## config.mk

```make
export PLATFORM = sky130hd
export DESIGN_NAME = alu_op_scheduler
export DESIGN_NICKNAME = d
export VERILOG_FILES = /design/src/rtl/alu_op_scheduler_pkg.sv /design/src/rtl/alu_op_scheduler_rr_arbiter.sv /design/src/rtl/alu_op_scheduler.sv
export SDC_FILE = /design/constraint.sdc
export NUM_CORES = 1
export LEC_CHECK = 0
export BUFFER_PORTS_ARGS = -buffer_cell sky130_fd_sc_hd__buf_2
export CAP_MARGIN = 20
export CORE_MARGIN = 2
export CORE_UTILIZATION = 45
export CTS_CLUSTER_SIZE = 14
export DETAILED_ROUTE_END_ITERATION = 6
export GPL_ROUTABILITY_DRIVEN = 0
export PLACE_DENSITY = 0.81
export SLEW_MARGIN = 20
export SYNTH_ARGS = -nofsm -noshare
export SYNTH_HDL_FRONTEND = slang
export SYNTH_SLANG_ARGS = --single-unit
```

## constraint.sdc

```tcl
create_clock -name clk -period 2.3 [get_ports clk]
set_input_delay 0.46 -clock clk [delete_from_list [all_inputs] [get_ports clk]]
set_output_delay 0.46 -clock clk [all_outputs]
set_load 0.01 [all_outputs]
```

## src/rtl/alu_op_scheduler_pkg.sv

```systemverilog
// Shared definitions for the ALU operation scheduler: opcode encodings,
// register-write encodings and the captured-request record.
package alu_op_scheduler_pkg;

    localparam logic [4:0] OP_ADD  = 5'd0;
    localparam logic [4:0] OP_SUB  = 5'd1;
    localparam logic [4:0] OP_AND  = 5'd2;
    localparam logic [4:0] OP_OR   = 5'd3;
    localparam logic [4:0] OP_XOR  = 5'd4;
    localparam logic [4:0] OP_NOT  = 5'd5;
    localparam logic [4:0] OP_SHL  = 5'd6;
    localparam logic [4:0] OP_SHR  = 5'd7;
    localparam logic [4:0] OP_MOV  = 5'd8;
    localparam logic [4:0] OP_INC  = 5'd9;
    localparam logic [4:0] OP_DEC  = 5'd10;
    localparam logic [4:0] OP_MUL  = 5'd11;
    localparam logic [4:0] OP_DIV  = 5'd12;
    localparam logic [4:0] OP_CMP  = 5'd13;
    localparam logic [4:0] OP_SETF = 5'd14;
    localparam logic [4:0] OP_CLRF = 5'd15;
    localparam logic [4:0] OP_CPLF = 5'd16;
    // Encodings above this value are undefined.
    localparam logic [4:0] OP_LAST = OP_CPLF;

    localparam logic [1:0] RESP_WR_NONE = 2'b00;
    localparam logic [1:0] RESP_WR_R0   = 2'b01;
    localparam logic [1:0] RESP_WR_R0R1 = 2'b11;

    typedef struct packed {
        logic [4:0]  opcode;
        logic [15:0] op1;
        logic [15:0] op2;
        logic [3:0]  bitpos;
    } alu_req_t;

    function automatic logic is_muldiv(input logic [4:0] opc);
        return (opc == OP_MUL) || (opc == OP_DIV);
    endfunction

    // Divide by zero only produces the saturated quotient in result_0.
    function automatic logic [1:0] resp_wr_en_f(input logic [4:0] opc, input logic [15:0] op2);
        logic [1:0] wr;
        case (opc)
            OP_MUL:                            wr = RESP_WR_R0R1;
            OP_DIV:                            wr = (op2 == 16'h0000) ? RESP_WR_R0 : RESP_WR_R0R1;
            OP_CMP, OP_SETF, OP_CLRF, OP_CPLF: wr = RESP_WR_NONE;
            default:                           wr = (opc <= OP_LAST) ? RESP_WR_R0 : RESP_WR_NONE;
        endcase
        return wr;
    endfunction

endpackage

```

## src/rtl/alu_op_scheduler_rr_arbiter.sv

```systemverilog
// Combinational round-robin arbiter: one-hot grant to the first valid
// requester at or above rr_ptr_i, wrapping modulo NUM_REQ.
module rr_arbiter #(
    parameter int NUM_REQ = 2,
    parameter int ID_W    = 1
) (
    input  logic [NUM_REQ-1:0] req_valid_i,
    input  logic [ID_W-1:0]    rr_ptr_i,
    output logic [NUM_REQ-1:0] grant_o,
    output logic [ID_W-1:0]    grant_id_o,
    output logic               grant_vld_o
);

    logic [ID_W-1:0] idx;

    // Scan from the farthest offset down so the nearest valid requester wins.
    always_comb begin
        grant_o     = '0;
        grant_id_o  = '0;
        grant_vld_o = 1'b0;
        idx         = '0;
        for (int k = NUM_REQ - 1; k >= 0; k--) begin
            idx = ID_W'((int'(rr_ptr_i) + k) % NUM_REQ);
            if (req_valid_i[idx]) begin
                grant_o      = '0;
                grant_o[idx] = 1'b1;
                grant_id_o   = idx;
                grant_vld_o  = 1'b1;
            end
        end
    end

endmodule

```

## src/rtl/alu_op_scheduler.sv

```systemverilog
// Shares one combinational ALU between NUM_REQ requesters; owns the
// architectural flag register and returns tagged responses.
module alu_op_scheduler
    import alu_op_scheduler_pkg::*;
#(
    parameter int NUM_REQ    = 2,
    parameter int ID_W       = 1,
    parameter int MULDIV_LAT = 3
) (
    input  logic                  clk,
    input  logic                  reset_n,
    input  logic                  flush,
    input  logic [NUM_REQ-1:0]    req_valid,
    output logic [NUM_REQ-1:0]    req_ready,
    input  logic [NUM_REQ*5-1:0]  req_opcode,
    input  logic [NUM_REQ*16-1:0] req_op1,
    input  logic [NUM_REQ*16-1:0] req_op2,
    input  logic [NUM_REQ*4-1:0]  req_bitpos,
    output logic [4:0]            alu_opcode,
    output logic [15:0]           alu_operand_1,
    output logic [15:0]           alu_operand_2,
    output logic [3:0]            alu_bit_position,
    output logic [15:0]           alu_current_flags,
    input  logic [15:0]           alu_result_0,
    input  logic [15:0]           alu_result_1,
    input  logic [15:0]           alu_next_flags,
    output logic                  resp_valid,
    input  logic                  resp_ready,
    output logic [ID_W-1:0]       resp_id,
    output logic [15:0]           resp_result_0,
    output logic [15:0]           resp_result_1,
    output logic [1:0]            resp_wr_en,
    output logic [15:0]           flags,
    output logic                  busy
);

    localparam logic [1:0] S_IDLE = 2'd0;
    localparam logic [1:0] S_EXEC = 2'd1;
    localparam logic [1:0] S_RESP = 2'd2;

    localparam int CNT_W = (MULDIV_LAT > 1) ? $clog2(MULDIV_LAT) : 1;

    logic [NUM_REQ-1:0][4:0]  opc_a;
    logic [NUM_REQ-1:0][15:0] op1_a;
    logic [NUM_REQ-1:0][15:0] op2_a;
    logic [NUM_REQ-1:0][3:0]  bp_a;

    assign opc_a = req_opcode;
    assign op1_a = req_op1;
    assign op2_a = req_op2;
    assign bp_a  = req_bitpos;

    logic [1:0]       state_q, state_d;
    logic [ID_W-1:0]  rr_ptr_q, rr_ptr_d;
    logic [15:0]      flags_q, flags_d;
    alu_req_t         op_q, op_d;
    logic [ID_W-1:0]  id_q, id_d;
    logic [CNT_W-1:0] cnt_q, cnt_d;
    logic [15:0]      res0_q, res0_d;
    logic [15:0]      res1_q, res1_d;
    logic [1:0]       wr_en_q, wr_en_d;

    logic [NUM_REQ-1:0] grant;
    logic [ID_W-1:0]    grant_id;
    logic               grant_vld;
    logic               in_idle;
    logic               in_exec;
    logic               handshake;

    rr_arbiter #(
        .NUM_REQ (NUM_REQ),
        .ID_W    (ID_W)
    ) u_arb (
        .req_valid_i (req_valid),
        .rr_ptr_i    (rr_ptr_q),
        .grant_o     (grant),
        .grant_id_o  (grant_id),
        .grant_vld_o (grant_vld)
    );

    assign in_idle   = (state_q == S_IDLE);
    assign in_exec   = (state_q == S_EXEC);
    // A flush in IDLE suppresses the grant for that cycle.
    assign req_ready = (in_idle && !flush) ? grant : '0;
    assign handshake = in_idle && !flush && grant_vld;

    always_comb begin
        state_d  = state_q;
        rr_ptr_d = rr_ptr_q;
        flags_d  = flags_q;
        op_d     = op_q;
        id_d     = id_q;
        cnt_d    = cnt_q;
        res0_d   = res0_q;
        res1_d   = res1_q;
        wr_en_d  = wr_en_q;
        case (state_q)
            S_IDLE: begin
                if (handshake) begin
                    op_d.opcode = opc_a[grant_id];
                    op_d.op1    = op1_a[grant_id];
                    op_d.op2    = op2_a[grant_id];
                    op_d.bitpos = bp_a[grant_id];
                    id_d        = grant_id;
                    rr_ptr_d    = (int'(grant_id) == NUM_REQ - 1) ? '0 : grant_id + ID_W'(1);
                    cnt_d       = is_muldiv(opc_a[grant_id]) ? CNT_W'(MULDIV_LAT - 1) : '0;
                    state_d     = S_EXEC;
                end
            end
            S_EXEC: begin
                if (flush) begin
                    state_d = S_IDLE;
                end else if (cnt_q != '0) begin
                    cnt_d = cnt_q - CNT_W'(1);
                end else begin
                    res0_d  = alu_result_0;
                    res1_d  = alu_result_1;
                    flags_d = alu_next_flags;
                    wr_en_d = resp_wr_en_f(op_q.opcode, op_q.op2);
                    state_d = S_RESP;
                end
            end
            S_RESP: begin
                if (flush || resp_ready) state_d = S_IDLE;
            end
            default: state_d = S_IDLE;
        endcase
    end

    always_ff @(posedge clk or negedge reset_n) begin
        if (!reset_n) begin
            state_q  <= S_IDLE;
            rr_ptr_q <= '0;
            flags_q  <= '0;
            op_q     <= '0;
            id_q     <= '0;
            cnt_q    <= '0;
            res0_q   <= '0;
            res1_q   <= '0;
            wr_en_q  <= '0;
        end else begin
            state_q  <= state_d;
            rr_ptr_q <= rr_ptr_d;
            flags_q  <= flags_d;
            op_q     <= op_d;
            id_q     <= id_d;
            cnt_q    <= cnt_d;
            res0_q   <= res0_d;
            res1_q   <= res1_d;
            wr_en_q  <= wr_en_d;
        end
    end

    assign alu_opcode        = in_exec ? op_q.opcode : '0;
    assign alu_operand_1     = in_exec ? op_q.op1    : '0;
    assign alu_operand_2     = in_exec ? op_q.op2    : '0;
    assign alu_bit_position  = in_exec ? op_q.bitpos : '0;
    assign alu_current_flags = flags_q;

    assign resp_valid    = (state_q == S_RESP);
    assign resp_id       = id_q;
    assign resp_result_0 = res0_q;
    assign resp_result_1 = res1_q;
    assign resp_wr_en    = wr_en_q;
    assign flags         = flags_q;
    assign busy          = !in_idle;

endmodule

```

# ---- Word-level counts from Yosys, hierarchy flattened
# Index checks and enable logic that the tools add are counted.
dict set report totals {
  output_inout_bits 112
  in_bits 136
  register_bits 97
  wordCells 96
}
dict set report op_classes {
  n_eq_ne 15
  order_cmp 6
  n_reduce_logical 17
  n_bitwise 2
  n_mux 41
  add_sub_neg 3
}
# op count
set op_table {}
lappend op_table {{16-bit 2-to-1 mux} 6}
lappend op_table {{5-bit by 4-bit equality test with 1-bit output, second input constant} 7}
lappend op_table {{2-bit 2-to-1 mux} 12}
lappend op_table {{16-bit zero test} 1}
lappend op_table {{5-bit 2-to-1 mux} 3}
lappend op_table {{1-bit 2-to-1 mux} 12}
lappend op_table {{4-bit 2-to-1 mux} 3}
lappend op_table {{2-bit one-hot mux with 3 select lines} 2}
lappend op_table {{1-bit by 2-bit < comparator with 1-bit output, second input constant} 3}
lappend op_table {{2-bit by 1-bit != test with 1-bit output, second input constant} 3}
lappend op_table {{3-bit AND reduction} 2}
lappend op_table {{5-bit equality test, second input constant} 1}
lappend op_table {{5-bit less-or-equal comparator, second input constant} 1}
lappend op_table {{1-bit logical AND} 4}
lappend op_table {{2-bit one-hot mux with 2 select lines} 1}
lappend op_table {{4-bit AND reduction} 1}
lappend op_table {{2-bit nonzero test} 2}
lappend op_table {{4-bit OR reduction} 1}
lappend op_table {{3-bit != test, second input constant} 1}
lappend op_table {{1-bit adder, second input constant} 2}
lappend op_table {{1-bit demux with 1-bit select} 2}
lappend op_table {{2-bit by 1-bit equality test with 1-bit output, second input constant} 1}
lappend op_table {{2-bit equality test, second input constant} 1}
lappend op_table {{1-bit >= comparator, second input constant} 2}
lappend op_table {{7 further kinds} 10}

# ---- Logic depth before layout (Yosys ltp)
# Gate-level depths: netlist of the first run.
dict set report depth {
  word_depth 12
  ltp_mapped 6
  mapped_depth_nobuf 5
}

# ---- Cells and area by module
# From an unflattened synthesis of the first run, not the netlist that was laid out.
dict set report hier_totals {
  cells_unflattened 510
  area_unflattened_um2 4590.7
}
# module instances cells_per_inst area_per_inst_um2
set by_module_without_submodules {}
lappend by_module_without_submodules {alu_op_scheduler 1 505 4558.1}
lappend by_module_without_submodules {rr_arbiter 1 5 32.5}

# ---- Worst setup path before layout of the first run
# No wires, ideal clock.
dict set report synth_timing {
  kind {reg2out}
  start {register state_q[0]}
  end {output port req_ready[0]}
  required_time_ns 1.840
  path_slack_ns 0.456
  arrival_time_ns 1.384
  n_path_buf 1
  path_stages_with_launch 4
  cell_sequence {dfrtp_1 -> or3_4 -> a211oi_4 -> buf_6}
}
dict set report synth_between {
  elab_chain_len 3
}
# element line_no
set synth_rtl {}
lappend synth_rtl {{start: declaration} alu_op_scheduler.sv:53} ;# logic [1:0] state_q, state_d;
lappend synth_rtl {{start signal: assignment} alu_op_scheduler.sv:142} ;# state_q <= state_d;
lappend synth_rtl {{2-bit zero test} alu_op_scheduler.sv:81} ;# assign in_idle = (state_q == S_IDLE);
lappend synth_rtl {{1-bit logical AND} alu_op_scheduler.sv:84} ;# assign req_ready = (in_idle && !flush) ? grant : '0;
lappend synth_rtl {{2-bit 2-to-1 mux} alu_op_scheduler.sv:84}
lappend synth_rtl {{end: declaration} alu_op_scheduler.sv:14} ;# output logic [NUM_REQ-1:0] req_ready,
# Every way passes these cells.

# ---- Final worst setup path of the first run
dict set report layout_timing {
  start {register state_q[0]}
  end {output port req_ready[1]}
}
# Same word-level chain as after synthesis.

==> impl_metrics.ini, run 1 <==
[synth]
synth_top_area_share_pct = 54.3
synth-edff-count = 0
synth_ff_type = dfrtp_1
avgSynthCellArea_um2 = 8.92
ys_top_cells_by_count = nand2_1, dfrtp_1, and2_1, a22oi_1
synth_nets = 638
yosysMostFrequentCell = nand2_1
synth_area_leaders = dfrtp_1, nand2_1, a22oi_1, and2_1, buf_4
synthCells = 501
syn_area_um2 = 4470
synth_seq_cells = 97
yosysUniqueCellTypes = 37
async_flop_share_pct = 100
yosysWarnings = 0
synth.largest_area_cell = dfrtp_1
synth_seq_area_share_pct = 54.3

[worst_setup_path]
crit_fanout = 7
path_class = reg2out
r2r-end = op_q[28]$_DFFE_PN0P_
cp-start-kind = flip-flop
startpoint = state_q[0]$_DFFE_PN0P_
critPathArrivalTime_ns = 1.63
rr_worst_depth = 5
r2r_slack_ns = 0.48
reg2reg_from = state_q[0]$_DFFE_PN0P_
worstPathRequired_ns = 1.84
worstSetupEndpoint = req_ready[1]
end_kind = output port

[routing]
antenna_left = 0
drtIter0Drc = 206
first_pass_iters = 7
vias = 4220
routed_via_density = 4.88
drt_wl_total_um = 12100
wire_per_inst_um = 14.0
route.detailed.drc = 0

[power]
p_per_area_nw_per_um2 = 1140
leakage_uw = 0.00346
ir_drop_uv = 485

[placement]
numPortBuffers = 247
place_inst = 849
hpwl_um = 9110
placed_area_um2 = 5750

[clocking]
cts_setup_buffers = 0
cts_tree = built
cts_root_buf = clkbuf_8
cts-buffers-inserted = 9
cts_sinks = 97
clkTransAtPathRegs_ns = 0.09
clk_latency_ns = 0.35
clock_path_buffers = 2
htreeDepth = 3

[status]
status = finished clean

[finish]
n_antenna_cell = 0
area_growth_pct = 32.7
stdcell_area_um2 = 5930
layout-drive-gt1-share_pct = 38.1
fin_nets = 864
nFillCells = 881
instances_no_fill = 865

[timing]
finalSetupViolations = 0
relSlewSlack_pct = 67.5
finalSetupTns_ns = 0
fin_crit_sh_pct = 90.9
drv_slew = 0
fin_skew_ns = 0.0115
rsz0062_at_grt = false
max_freq_mhz = 478
hold_violations = 0
fin_crit_ns = 2.09
worst_pin_slew_ns = 0.488

[flow_run]
maxCapViolations = 0

[floorplan]
die-width_um = 104
die_h_um = 104
coreArea_um2 = 9730
start_util_pct = 45.9
die_area_um2 = 10700
num_rows = 36
pin_count = 248

[global_routing]
antenna_found_initial = 0
grt_max_degree = 51
track_usage_pct = 22.6
overflow = 0
grt_pass1_wl_um = 19700
grt_pass1_vias = 4251

[min_path]
min_path_type = in2async
[what timing repair did]
action,CTS,global route
resized for setup,0,1
setup endpoints to repair,0,1
hold buffers,0,0
hold endpoints to repair,0,0
[worst min path at each step]
stage,startpoint,endpoint,slack (ns)
final,reset_n,resp_result_1[4]$_DFFE_PN0P_,0.06
after global routing,reset_n,resp_result_0[6]$_DFFE_PN0P_,0.08
after CTS,reset_n,resp_result_1[13]$_DFFE_PN0P_,0.06
after detailed placement,op_q[33]$_DFFE_PN0P_,op_q[33]$_DFFE_PN0P_,0.45
after global placement,op_q[33]$_DFFE_PN0P_,op_q[33]$_DFFE_PN0P_,0.44
after floorplan,reset_n,alu_current_flags[0]$_DFFE_PN0P_,0.16
[worst max-delay path: stages (launching register included)]
cell and delay, ns:
dfrtp_1 0.45, or3_4 0.45, nor3_4 0.20, buf_2 0.17
[cell usage in the layout, fill, tap and decap left out, types with 2 or more instances in the layout]
master / n
a21o_1: 4
a22oi_1: 35
and2_1: 42
buf_12: 3
buf_2: 246
buf_4: 7
clkbuf_8: 11
clkinv_1: 2
clkinvlp_4: 3
dfrtp_1: 97
inv_1: 2
mux2i_1: 6
nand2_1: 226
nand2b_1: 3
nand3b_1: 3
nor2_1: 3
nor2b_1: 2
nor4_1: 4
o21ai_1: 9
o31ai_1: 2
[cells by family after synthesis]
group	synth area share, %
adder cells (fa/ha/maj)	0.280
AO/OA/AOI/OAI	9.38
AND/OR/NAND/NOR	28.7
buffers and inverters	6.02
flip-flops	54.3
multiplexers	1.34
[final cells by class]
cell class                 instances  area, um^2  area share [%]
clock buffer                      12         155            2.62
clock inverter                     4        27.5           0.464
inverter                           5        18.8           0.316
multi-input combinational        357        1780            30.0
sequential                        97        2430            40.9
tap                              133         166            2.81
timing repair buffer             257        1360            22.8
[through the flow]
stage	setup slack (ns)	hold WS (ns)	util (%)	power, uW
finish	0.210	0.0632	61.0	6790
global route	0.0746	0.0778	61.0	7330
CTS	0.120	0.0571	60.9	6860
detailed placement	0.403	0.448	59.1	5830
global placement	0.430	0.444	59.1	5710
floorplan	0.456	0.164	-	4700
[power by group]
group	internal [uW]	switching [uW]	total, uW
registers	2500	508	3010
logic	1180	1580	2760
clock network	451	572	1020
total	4130	2660	6790
[metal layers]
metal	wire length [um]	global-route usage, %	share of wire [%]	up-vias
met3	908	4.34	7.5	12
met4	148	9.07	1.2	0
met5	0	0	0	-
li1	-	-	-	2051
met1	4680	26.1	39	1965
met2	6340	41.2	53	192
[flip-flops by register name (all words and copies together) (netlist names)]
| register | count |
|---|---|
| cnt_q | 2 |
| op_q | 41 |
| resp_wr_en | 2 |
| state_q | 2 |
| alu_current_flags | 16 |
| rr_ptr_q | 1 |
| resp_result_0 | 16 |
| resp_id | 1 |
| resp_result_1 | 16 |
(Power assumes the default switching activity.)
==> inputs of run 2 (changes only) <==
Settings changed: BUFFER_PORTS_ARGS -buffer_cell sky130_fd_sc_hd__buf_2 to not set, CORE_AREA set to 2 2 95 97, CORE_MARGIN 2 to not set, CORE_UTILIZATION 45 to not set, DIE_AREA set to 0 0 97 99, DONT_BUFFER_PORTS set to 1, GPL_TIMING_DRIVEN set to 0, PLACE_DENSITY 0.81 to 0.67.
==> run 2 against run 1 <==
The flow now finishes with violations (negative hold slack); worst hold slack got worse by 0.27 ns; clock power increased by 9%; critical path depth unchanged; non-clock buffer count decreased by 213; sequential share of layout area increased by 9.4 points; maximum frequency decreased by 4.1%; utilization decreased by 4.5 points; cell count decreased by 28%; cell area decreased by 19%; register-to-register slack got worse by 0.06 ns; combinational power decreased by 31%; sequential cell count unchanged; highest routed layer unchanged.
==> impl_metrics.ini, run 2 (synthesized netlist as in run 1, its figures left out) <==
[placement]
hpwl_um = 8230
numPortBuffers = 0

[worst_setup_path]
cp-start-kind = flip-flop
max_stage_delay_ns = 0.45
path_class = reg2out
cp_top_family = simple AND/OR/NAND/NOR gates
crit_fanout = 10
cp.buffers_inverters = 1
end_kind = output port
critPathArrivalTime_ns = 1.72
crit_chain = or3_4 -> nor3_4 -> buf_4
worstPathRequired_ns = 1.84
worst_path_max_delay_cell = dfrtp_1

[power]
leakage_uw = 0.00249
seqPwrFrac_pct = 52.2
p_switching_uw = 2490
power_frac_comb_pct = 30.1
p_per_area_nw_per_um2 = 1300
p_clk_share_pct = 17.6
intPower_uw = 3810
ir_drop_uv = 499
p_sw_share_pct = 39.5

[timing]
finalSetupTns_ns = 0
finalSetupViolations = 0
worst_pin_slew_ns = 0.847
fin_crit_sh_pct = 94.8
relSlewSlack_pct = 43.1
whs_ns = -0.209
hold_violations = 97
rsz0062_at_grt = false
drv_slew = 0
fin_crit_ns = 2.18
max_freq_mhz = 459
fin_skew_ns = 0.0147

[finish]
regArea_um2 = 2430
layout_commonest_cell = nand2_1
mostFrequentLayoutCells = nand2_1, dfrtp_1, and2_1, a22oi_1, buf_4
multiInputGateArea_um2 = 1770
layout-drive-gt1-share_pct = 9.83
fin_nets = 651
top_register = op_q
post-route-util_pct = 56.4
area_growth_pct = 7.92
n_antenna_cell = 0
largest_reg_flops = 41
nFillCells = 777

[global_routing]
grt_pass1_wl_um = 16900
overflow = 0
grt_max_degree = 98
track_usage_pct = 22.3
antenna_found_initial = 0
grt_pass1_vias = 3346

[status]
status = finished with violations
violations = negative hold slack

[floorplan]
num_rows = 34
die_area_um2 = 9600
coreArea_um2 = 8550
die-width_um = 97
pin_count = 248
die_h_um = 99
start_util_pct = 52.3

[routing]
drtIter0Drc = 120
routed_via_density = 5.41
first_pass_iters = 4
wire_per_inst_um = 17.4
route.detailed.drc = 0
drt_wl_total_um = 10900
antenna_left = 0
vias = 3392

[clocking]
cts-buffers-inserted = 9
cts_tree = built
clkTransAtPathRegs_ns = 0.09
clk_latency_ns = 0.36
htreeDepth = 3
clock_path_buffers = 2
cts_root_buf = clkbuf_8
cts_sinks = 97

[min_path]
min_path_type = in2async

[flow_run]
maxCapViolations = 0
run 2: changes by cell type in the layout (fill, tap and decap cells not counted), sizes merged:
cell / change
buf: -230
clkbuf: +17
bufinv: +1
clkinv: -1
run 2: final cells by class:
cell class | count | share of cell area (%)
Clock inverter | 4 | 1.09
Buffer | 42 | 5.32
Timing Repair Buffer | 2 | 0.311
Clock buffer | 12 | 3.01
Tap cell | 108 | 2.80
Inverter | 5 | 0.389
Sequential cell | 97 | 50.3
Multi-Input combinational cell | 357 | 36.8
run 2: worst reg2reg max path: cells and delay by family, from the launching register on:
kind                     cells  cell delay (ns)
adder cells (fa/ha/maj)      1             0.18
buffers and inverters        2             0.49
flip-flops                   1             0.38
AND/OR/NAND/NOR              3             0.79
run 2: worst paths after layout:
kind                                        start                               end  slack, ns  cells after the start
min in group clk                  alu_result_0[5]      resp_result_0[5]$_DFFE_PN0P_       0.20                      2
max reg2reg                  cnt_q[0]$_DFFE_PN0P_     resp_result_0[10]$_DFFE_PN0P_       0.42                      6
min reg2reg                  op_q[26]$_DFFE_PN0P_              op_q[26]$_DFFE_PN0P_       0.46                      2
max in group asynchronous                 reset_n              op_q[20]$_DFFE_PN0P_       2.32                      0
max                        state_q[0]$_DFFE_PN0P_                      req_ready[1]       0.12                      3
min                                       reset_n  alu_current_flags[5]$_DFFE_PN0P_      -0.21                      0
run 2: power by group through the flow:
stage | registers [uW] | logic [uW] | clock network [uW]
2_1_floorplan | 3130 | 1570 | 0
3_3_place_gp | 3300 | 1840 | 0
3_5_place_dp | 3330 | 1900 | 0
4_1_cts | 3300 | 1920 | 1150
5_1_grt | 3400 | 2170 | 1220
6_report | 3290 | 1900 | 1110
run 2: routing by layer:
metal | track usage, % | share of wire, %
met4 | 8.67 | 2.4
met5 | 0 | 0
met3 | 5.39 | 7.4
met2 | 39.1 | 50
met1 | 26.8 | 40
run 2: stage by stage:
stage          instances  power, uW  instance area (um^2)  hold slack (ns)  setup slack (ns)
2_1_floorplan        501       4700                  4470            0.164             0.456
3_3_place_gp         609       5140                  4610            0.166             0.222
3_5_place_dp         609       5230                  4610            0.166             0.197
4_1_cts              627       6360                  4820           -0.231            0.0553
5_1_grt              627       6790                  4820           -0.243            0.0518
6_report             627       6290                  4820           -0.209             0.120
run 2: repair_timing:
item                                    4_1_cts  5_1_grt
endpoints found under the hold margin        97       97
buffers inserted                              2        0
endpoints found under the setup margin       40       40
resized for setup                             4        2
cloned                                        0        0
pin swaps                                     2        0
==> inputs of run 3 (changes only) <==
Settings changed: SETUP_SLACK_MARGIN set to 0.2.
==> run 3 against run 2 <==
The flow still finishes with violations (negative hold slack); clock skew up 0.0018 ns; utilization up 0.86 points; routed wire length up 1.9%; register-to-register slack about the same; first-iteration DRC count up 5.8%; clock-buffer cell count unchanged; power up 0.84%; cell area up 1.5%; largest cell class unchanged; highest routed layer unchanged.
==> impl_metrics.ini, run 3 (synthesized netlist as in run 1, its figures left out) <==
[timing]
worst_pin_slew_ns = 0.842
whs_ns = -0.213
finalSetupViolations = 0
finalSetupTns_ns = 0
drv_slew = 0
hold_violations = 97
relSlewSlack_pct = 43.5
fin_crit_sh_pct = 88.4
fin_crit_ns = 2.03
postLayoutSetupSlackWorst_ns = 0.266
rsz0062_at_grt = true
fin_skew_ns = 0.0165
max_freq_mhz = 492

[routing]
first_pass_iters = 5
routed_via_density = 5.39
drtIter0Drc = 127
drt_wl_total_um = 11100
antenna_left = 0
wire_per_inst_um = 17.5
vias = 3429
route.detailed.drc = 0

[clocking]
cts_root_buf = clkbuf_8
clk_latency_ns = 0.36
htreeDepth = 3
clkTransAtPathRegs_ns = 0.09
clock_path_buffers = 2
cts-buffers-inserted = 9
cts_tree = built
cts_sinks = 97

[flow_run]
maxCapViolations = 0

[worst_setup_path]
path_class = reg2out
cp-start-kind = flip-flop
crit_fanout = 5
startpoint = state_q[1]$_DFFE_PN0P_
max_stage_delay_ns = 0.42
worstPathRequired_ns = 1.84
cp.buffers_inverters = 1
cp_top_family = simple AND/OR/NAND/NOR gates
end_kind = output port
crit_chain = or3_4 -> nor3_4 -> buf_6
worst_path_max_delay_cell = or3_4
critPathArrivalTime_ns = 1.57
reg2reg_from = state_q[1]$_DFFE_PN0P_

[floorplan]
die_h_um = 99
num_rows = 34
pin_count = 248
die_area_um2 = 9600
start_util_pct = 52.3
coreArea_um2 = 8550
die-width_um = 97

[power]
leakage_uw = 0.00255
p_per_area_nw_per_um2 = 1300
ir_drop_uv = 512

[finish]
fin_nets = 660
n_antenna_cell = 0
layout_commonest_cell = nand2_1
largest_reg_flops = 41
post-route-util_pct = 57.3
layout-drive-gt1-share_pct = 11.6
top_register = op_q
instances_no_fill = 636
area_growth_pct = 9.57
mostFrequentLayoutCells = nand2_1, dfrtp_1, and2_1, a22oi_1, buf_4

[placement]
pre_cts_ws_ns = 0.197
place_inst = 609
numPortBuffers = 0
hpwl_um = 8230

[global_routing]
overflow = 0
antenna_found_initial = 0
grt_pass1_vias = 3401
grt_pass1_wl_um = 17200
track_usage_pct = 22.8
grt_max_degree = 98

[status]
status = finished with violations
violations = negative hold slack

[min_path]
min_path_type = in2async
## run 3: cell count changes in the layout (fill, tap and decap cells not counted)
cell	delta
buf_2	+4
buf_4	+6
buf_6	+1
clkbuf_2	-3
clkbuf_4	+1
nor3b_1	-1
nor3b_2	+1
## run 3: area by class of cell
class | count | area, um^2
Buffer | 42 | 263
Clock buffer | 12 | 145
Clock inverter | 4 | 52.6
Fill cell | 771 | 3650
Inverter | 5 | 18.8
Multi-Input combinational cell | 357 | 1780
Sequential cell | 97 | 2430
Tap cell | 108 | 135
Timing Repair Buffer | 11 | 77.6
## run 3: through the flow
step	total power (uW)	hold slack (ns)	area (um^2)
after global routing	6850	-0.243	4900
after floorplan	4700	0.164	4470
after CTS	6400	-0.231	4870
final	6350	-0.213	4900
after global placement	5140	0.166	4610
after detailed placement	5230	0.166	4610
## run 3: final timing paths
kind,cells after the start,slack [ns],to
hold / removal,0,-0.21,alu_current_flags[5]$_DFFE_PN0P_
hold reg to reg,2,0.46,op_q[1]$_DFFE_PN0P_
max in group asynchronous,0,2.37,cnt_q[0]$_DFFE_PN0P_
min in group clk,2,0.20,resp_result_0[5]$_DFFE_PN0P_
setup / recovery,3,0.27,req_ready[1]
setup reg to reg,8,0.41,op_q[15]$_DFFE_PN0P_
## run 3: report_power, final
part	leakage [uW]	internal (uW)	total, uW	switching, uW
combinational	0.00124	815	1950	1140
sequential	0.00121	2500	3280	783
clock	0.0000888	534	1110	577
## run 3: what timing repair did
item / 4_1_cts / 5_1_grt
setup buffers: 6 / 3
setup endpoints to repair: 42 / 72
pin swaps: 2 / 3
gates resized for setup: 6 / 5
endpoints found under the hold margin: 97 / 97
cloned: 2 / 0
## run 3: worst register-to-register path: cells and delay by family, from the launching register on
kind,cells,cell delay [ns]
buffers and inverters,4,0.61
AND/OR/NAND/NOR,2,0.50
flip-flops,1,0.41
AO/OA/AOI/OAI,2,0.32
## run 3: metal layers
metal / global-route usage [%] / part of all wire, % / vias to the layer above
met5: 0 / 0 / -
met4: 8.67 / 2.4 / 0
met3: 5.39 / 7.6 / 19
met2: 39.9 / 51 / 170
met1: 27.5 / 39 / 1593
li1: - / - / 1647
